==> config.mk <==
export PLATFORM = sky130hd
export DESIGN_NAME = serial_queue_ctrl
export DESIGN_NICKNAME = d
export VERILOG_FILES = /design/src/rtl/serial_queue_ctrl.sv
export SDC_FILE = /design/constraint.sdc
export NUM_CORES = 1
export LEC_CHECK = 0
export ABC_AREA = 1
export CORE_MARGIN = 4
export CORE_UTILIZATION = 55
export CTS_CLUSTER_SIZE = 10
export DETAILED_ROUTE_END_ITERATION = 6
export GPL_ROUTABILITY_DRIVEN = 0
export PLACE_DENSITY = 0.72
export SLEW_MARGIN = 40
export SYNTH_ARGS = -nofsm -noshare
export SYNTH_HDL_FRONTEND = slang
export SYNTH_SLANG_ARGS = --single-unit
export TNS_END_PERCENT = 10
==> constraint.sdc <==
create_clock -name clock_1MHz -period 4.5 [get_ports clock_1MHz]
set_clock_uncertainty 0.1 [all_clocks]
set_input_delay 0.45 -clock clock_1MHz [delete_from_list [all_inputs] [get_ports clock_1MHz]]
set_output_delay 0.45 -clock clock_1MHz [all_outputs]
set_load 0.05 [all_outputs]
==> src/rtl/serial_queue_ctrl.sv <==
// -----------------------------------------------------------------------------
// serial_queue_ctrl
//
// Bit-serial byte queue controller. Serial bits are collected into a WIDTH-bit
// word, pushed into a DEPTH-entry circular queue on enqueue, and popped and
// shifted out MSB first on dequeue. Single clock domain (clock_1MHz).
//
// Ports:
//   clock_1MHz      sole clock, rising edge
//   rst             asynchronous active-high reset
//   data_in         serial input bit
//   write_in        shift data_in into the collector
//   enqueue_in      push the collected word into the queue
//   dequeue_in      pop head word and start serial output
//   status_out      collector can accept bits (fewer than WIDTH collected)
//   data_out        serial output bit, MSB first
//   data_valid_out  data_out carries a transmitted bit
//   full_out        queue holds DEPTH words
//   empty_out       queue holds 0 words
//   drop_out        one-cycle pulse after a refused enqueue/dequeue
//   level_out       registered occupancy (only with SERIAL_QUEUE_LEVEL_EN)
//
// Configuration macro: SERIAL_QUEUE_LEVEL_EN adds the level_out port.
// -----------------------------------------------------------------------------
module serial_queue_ctrl #(
  parameter int WIDTH = 8,
  parameter int DEPTH = 8
) (
  input  logic clock_1MHz,
  input  logic rst,
  input  logic data_in,
  input  logic write_in,
  input  logic enqueue_in,
  input  logic dequeue_in,
  output logic status_out,
  output logic data_out,
  output logic data_valid_out,
  output logic full_out,
  output logic empty_out,
  output logic drop_out
`ifdef SERIAL_QUEUE_LEVEL_EN
  ,
  output logic [$clog2(DEPTH):0] level_out
`endif
);

  localparam int AW = $clog2(DEPTH);
  localparam int CW = $clog2(WIDTH + 1);
  localparam int TW = $clog2(WIDTH);
  localparam logic [CW-1:0] COLL_FULL = CW'(WIDTH);
  localparam logic [TW-1:0] TX_LAST   = TW'(WIDTH - 1);
  localparam logic [AW:0]   OCC_FULL  = (AW + 1)'(DEPTH);

  typedef enum logic {IDLE, SHIFT} tx_state_e;

  tx_state_e         state_q, state_d;
  logic [WIDTH-1:0]  coll_shreg_q, coll_shreg_d;
  logic [CW-1:0]     coll_cnt_q, coll_cnt_d;
  logic [WIDTH-1:0]  tx_shreg_q, tx_shreg_d;
  logic [TW-1:0]     tx_cnt_q, tx_cnt_d;
  logic [AW-1:0]     wptr_q, wptr_d;
  logic [AW-1:0]     rptr_q, rptr_d;
  logic [AW:0]       occ_q, occ_d;
  logic              drop_q, drop_d;
  logic [WIDTH-1:0]  mem_q [DEPTH];

  logic coll_full, tx_ready;
  logic enq_acc, enq_ref, deq_acc, deq_ref;

  assign coll_full = (coll_cnt_q == COLL_FULL);
  // The last SHIFT cycle can already accept the next pop, so back-to-back
  // words stream with no idle gap.
  assign tx_ready  = (state_q == IDLE) || (tx_cnt_q == '0);

  assign deq_acc = dequeue_in && tx_ready && !empty_out;
  assign deq_ref = dequeue_in && tx_ready && empty_out;
  // A full queue still takes a word when the head leaves on the same edge.
  assign enq_acc = enqueue_in && coll_full && (!full_out || deq_acc);
  assign enq_ref = enqueue_in && coll_full && full_out && !deq_acc;

  always_comb begin
    // NOTE: every signal gets a default first so no path leaves it unassigned
    // (which would infer a latch); combinational logic uses blocking '='.
    state_d      = state_q;
    coll_shreg_d = coll_shreg_q;
    coll_cnt_d   = coll_cnt_q;
    tx_shreg_d   = tx_shreg_q;
    tx_cnt_d     = tx_cnt_q;
    wptr_d       = wptr_q;
    rptr_d       = rptr_q;
    occ_d        = occ_q;
    drop_d       = enq_ref || deq_ref;

    // Collector
    if (enq_acc) begin
      coll_cnt_d = '0;
      wptr_d     = wptr_q + AW'(1);
    end else if (write_in && !coll_full) begin
      coll_shreg_d = {coll_shreg_q[WIDTH-2:0], data_in};
      coll_cnt_d   = coll_cnt_q + CW'(1);
    end

    if (deq_acc) rptr_d = rptr_q + AW'(1);

    case ({enq_acc, deq_acc})
      2'b10:   occ_d = occ_q + (AW + 1)'(1);
      2'b01:   occ_d = occ_q - (AW + 1)'(1);
      default: occ_d = occ_q;
    endcase

    // Transmitter
    case (state_q)
      IDLE: begin
        if (deq_acc) begin
          tx_shreg_d = mem_q[rptr_q];
          tx_cnt_d   = TX_LAST;
          state_d    = SHIFT;
        end
      end
      SHIFT: begin
        tx_shreg_d = {tx_shreg_q[WIDTH-2:0], 1'b0};
        tx_cnt_d   = tx_cnt_q - TW'(1);
        if (tx_cnt_q == '0) begin
          if (deq_acc) begin
            tx_shreg_d = mem_q[rptr_q];
            tx_cnt_d   = TX_LAST;
          end else begin
            tx_cnt_d = '0;
            state_d  = IDLE;
          end
        end
      end
      default: state_d = IDLE;
    endcase
  end

  always_ff @(posedge clock_1MHz or posedge rst) begin
    if (rst) begin
      state_q      <= IDLE;
      coll_shreg_q <= '0;
      coll_cnt_q   <= '0;
      tx_shreg_q   <= '0;
      tx_cnt_q     <= '0;
      wptr_q       <= '0;
      rptr_q       <= '0;
      occ_q        <= '0;
      drop_q       <= 1'b0;
    end else begin
      state_q      <= state_d;
      coll_shreg_q <= coll_shreg_d;
      coll_cnt_q   <= coll_cnt_d;
      tx_shreg_q   <= tx_shreg_d;
      tx_cnt_q     <= tx_cnt_d;
      wptr_q       <= wptr_d;
      rptr_q       <= rptr_d;
      occ_q        <= occ_d;
      drop_q       <= drop_d;
    end
  end

  // NOTE: the storage array has no reset; clearing the pointers and occupancy
  // already discards its contents, and stale entries are never read.
  always_ff @(posedge clock_1MHz) begin
    if (enq_acc) mem_q[wptr_q] <= coll_shreg_q;
  end

  assign status_out     = !coll_full;
  assign data_valid_out = (state_q == SHIFT);
  assign data_out       = (state_q == SHIFT) && tx_shreg_q[WIDTH-1];
  assign full_out       = (occ_q == OCC_FULL);
  assign empty_out      = (occ_q == '0);
  assign drop_out       = drop_q;

`ifdef SERIAL_QUEUE_LEVEL_EN
  assign level_out = occ_q;
`endif

endmodule
==> summary.txt <==
Run status
  – Status: finished clean

Finish
  – Final Util: 62.85%
  – Fill cells: 605
  – Layout cells sized above 1: 9.337%
  – N_diodes: 0
  – NumNets Final: 417
  – Synth-to-layout area growth: 9.300%

Global routing
  – Vias in the first global route: 2,838
  – GRT Overall Usage: 20.63%
  – Grt total ovfl: 0
  – Initial antenna violation count: 0
  – First-pass GRT wire length: 13,810 um
  – Largest net degree at the start of global routing: 36

Drt
  – WL/cell: 17.00 um
  – Antenna-violating nets left: 0
  – TritonRoute pass-1 iters: 5
  – DR vias/cell: 5.551
  – Final wirelength: 8602 um
  – Total number of vias: 2,809
  – Residual DRC: 0
  – DRT iter0 DRCs: 218

Clock network
  – CTS buffer count: 9
  – H-tree depth: 3
  – Post-cts resize count: 0
  – Clock Pin Slew Worst Setup and Hold Paths: 0.09 ns
  – Cts hold-fix bufs: 0
  – Clock sinks: 99
  – CTS tree: done
  – Postcts setup bufs: 0
  – CTS root buf: clkbuf_8
  – Clock Latency Late Sink: 0.36 ns
  – Clock buffer depth: 2

Setup path
  – Reg2Reg Setup Slack: 2.04 ns
  – Cells on worst reg2reg path: 8
  – Critical path peak fanout: 4
  – R2r endpoint: mem_q[1][7]
  – Crit path launch type: flop
  – R2R Path Start: coll_cnt_q[0]
  – WS Path Type: reg2out
  – Crit path required time: 3.95 ns
  – CP Capture Type: output port
  – Data arrival, critical path: 1.99 ns

Power and ir drop
  – Cell Pwr Density: 640.0 mW/mm^2
  – LEAKAGE: 0.001898 uW
  – Max VDD drop: 0.2991 mV

Logic synthesis
  – Mapped Cells: 392
  – Post-synth top area share: 45.35%
  – Net Count, Synth: 407
  – Post-synth ARST share: 35.35%
  – Ranking of synthesized cells by area: edfxtp_1 (45%), dfrtp_1 (21%), nand2_1 (9.4%), nand3_1 (6.4%), o21ai_0 (3.1%)
  – Count leader, synth: nand2_1
  – Mapped Area: 0.004238 mm^2
  – Post-synthesis register bit count: 99
  – EDFF count, synth: 64
  – Syn_area_per_cell: 10.81 um^2
  – Primary FF master, synth: edfxtp_1
  – Ys Warns: 0
  – Area leader, netlist: edfxtp_1
  – Post-synthesis sequential area ratio: 66.02%
  – Netlist cell types: 27
  – Post-synth top cells: nand2_1 (106), edfxtp_1 (64), nand3_1 (54), dfrtp_1 (35), inv_1 (30)

Worst hold path
  – Worst min path class: in2async

Place
  – # port buffers: 11
  – Detailed Place HPWL: 5773 um
  – Pre-CTS WS: 1.838 ns

Floorplan
  – Die Y: 95.78 um
  – Die width: 95.78 um
  – Floorplan core area: 0.007370 mm^2
  – DIE AREA: 0.009174 mm^2
  – Initial Util: 57.50%
  – # IOs: 12
  – Cell Rows: 31

STA
  – Slew Limit Fails: 0
  – Final hold vios: 0
  – Hold Slack: 0.3879 ns
  – Rel. slew slack: 53.75%
  – Maximum clock frequency: 393.5 MHz
  – Setup tns final: 0 ns
  – RSZ-0062 raised after global routing: no
  – Worst-margin pin slew: 0.6938 ns
  – Fin crit period: 2.542 ns
  – Count of final setup violators: 0
  – Final Cycle Share: 56.48%
  – Setup ws final: 1.958 ns

Run
  – Max-cap violation count: 0
## final cells by class
class                           instances  area [um^2]  share of cell area, %
Inverter                               35        131.4                  2.836
Multi-Input combinational cell        245         1287                  27.80
Sequential cell                        99         2799                  60.43
Tap cell                               99        123.9                  2.674
Clock buffer                           12        145.1                  3.133
Clock inverter                          4        27.53                 0.5943
Timing Repair Buffer                   12        117.6                  2.539
## sequential cells by signal (all words and copies together) (netlist names)
register        flops
tx_cnt_q            3
drop_out            1
rptr_q              3
data_valid_out      1
wptr_q              3
coll_shreg_q        8
coll_cnt_q          4
occ_q               4
mem_q              64
tx_shreg_q          8
## power by group
part | leakage (uW) | internal, uW | switching [uW]
clock network | 0.0000907 | 218 | 296
logic | 0.000798 | 335 | 632
registers | 0.00101 | 1200 | 283
total | 0.00190 | 1750 | 1210
## how the worst max path moves through the flow
stage                              start  slack (ns)           to
after floorplan           data_valid_out        2.15  mem_q[0][0]
after global placement        enqueue_in        1.64  mem_q[5][2]
after detailed placement      dequeue_in        1.84     occ_q[3]
after CTS                       occ_q[1]        1.93    empty_out
after global routing       coll_cnt_q[0]        1.81  mem_q[1][2]
final                           occ_q[1]        1.96    empty_out
## layer usage
layer / vias up / GRT usage [%] / share of wire [%]
li1: 1347 / - / -
met1: 1378 / 26.02 / 43
met2: 75 / 35.03 / 51
met3: 9 / 4.691 / 4.8
met4: 0 / 7.346 / 1.3
met5: - / 0 / 0
## cells by family (layout without fill, tap and decap cells)
family                     count (synthesis)  after routing  share of synthesized area (%)
buffers and inverters                     48             63                          4.695
adders and majority gates                  9              9                          2.834
and+or+nand+nor                          191            191                          19.96
xor gates and xnor gates                   8              8                          1.653
AOI/OAI and AO/OA                         37             37                          4.842
DFF                                       99             99                          66.02
## worst max-delay path, stage by stage (launching register included)
cell,delay (ns)
dfrtp_1,0.42
nor2_1,0.18
nand2_1,0.15
inv_1,0.09
clkdlybuf4s50_1,0.80
## through the flow
step | total power, uW | cell area, um^2 | cells
detailed placement | 2458 | 4453 | 490
finish | 2964 | 4632 | 506
CTS | 2967 | 4626 | 506
floorplan | 2141 | 4238 | 392
global route | 3173 | 4632 | 506
global placement | 2398 | 4412 | 490
## cells in the final DEF, fill, tap and decap left out, types with 2 or more instances in the layout
master,Yosys,routed
nand2_2,6,6
nand3_1,54,54
a21oi_1,3,3
clkinv_2,0,2
inv_2,3,3
inv_1,30,30
edfxtp_1,64,64
nor2_1,12,12
ha_1,8,8
clkbuf_8,0,10
o21ai_0,26,26
nand2_1,106,106
clkinv_1,2,2
clkdlybuf4s50_1,0,11
nor3_2,0,8
clkbuf_1,0,2
xor2_1,7,7
o221ai_1,2,2
dfrtp_1,35,34
o211ai_1,3,3
No activity file was read; power rests on OpenSTA's default activity.
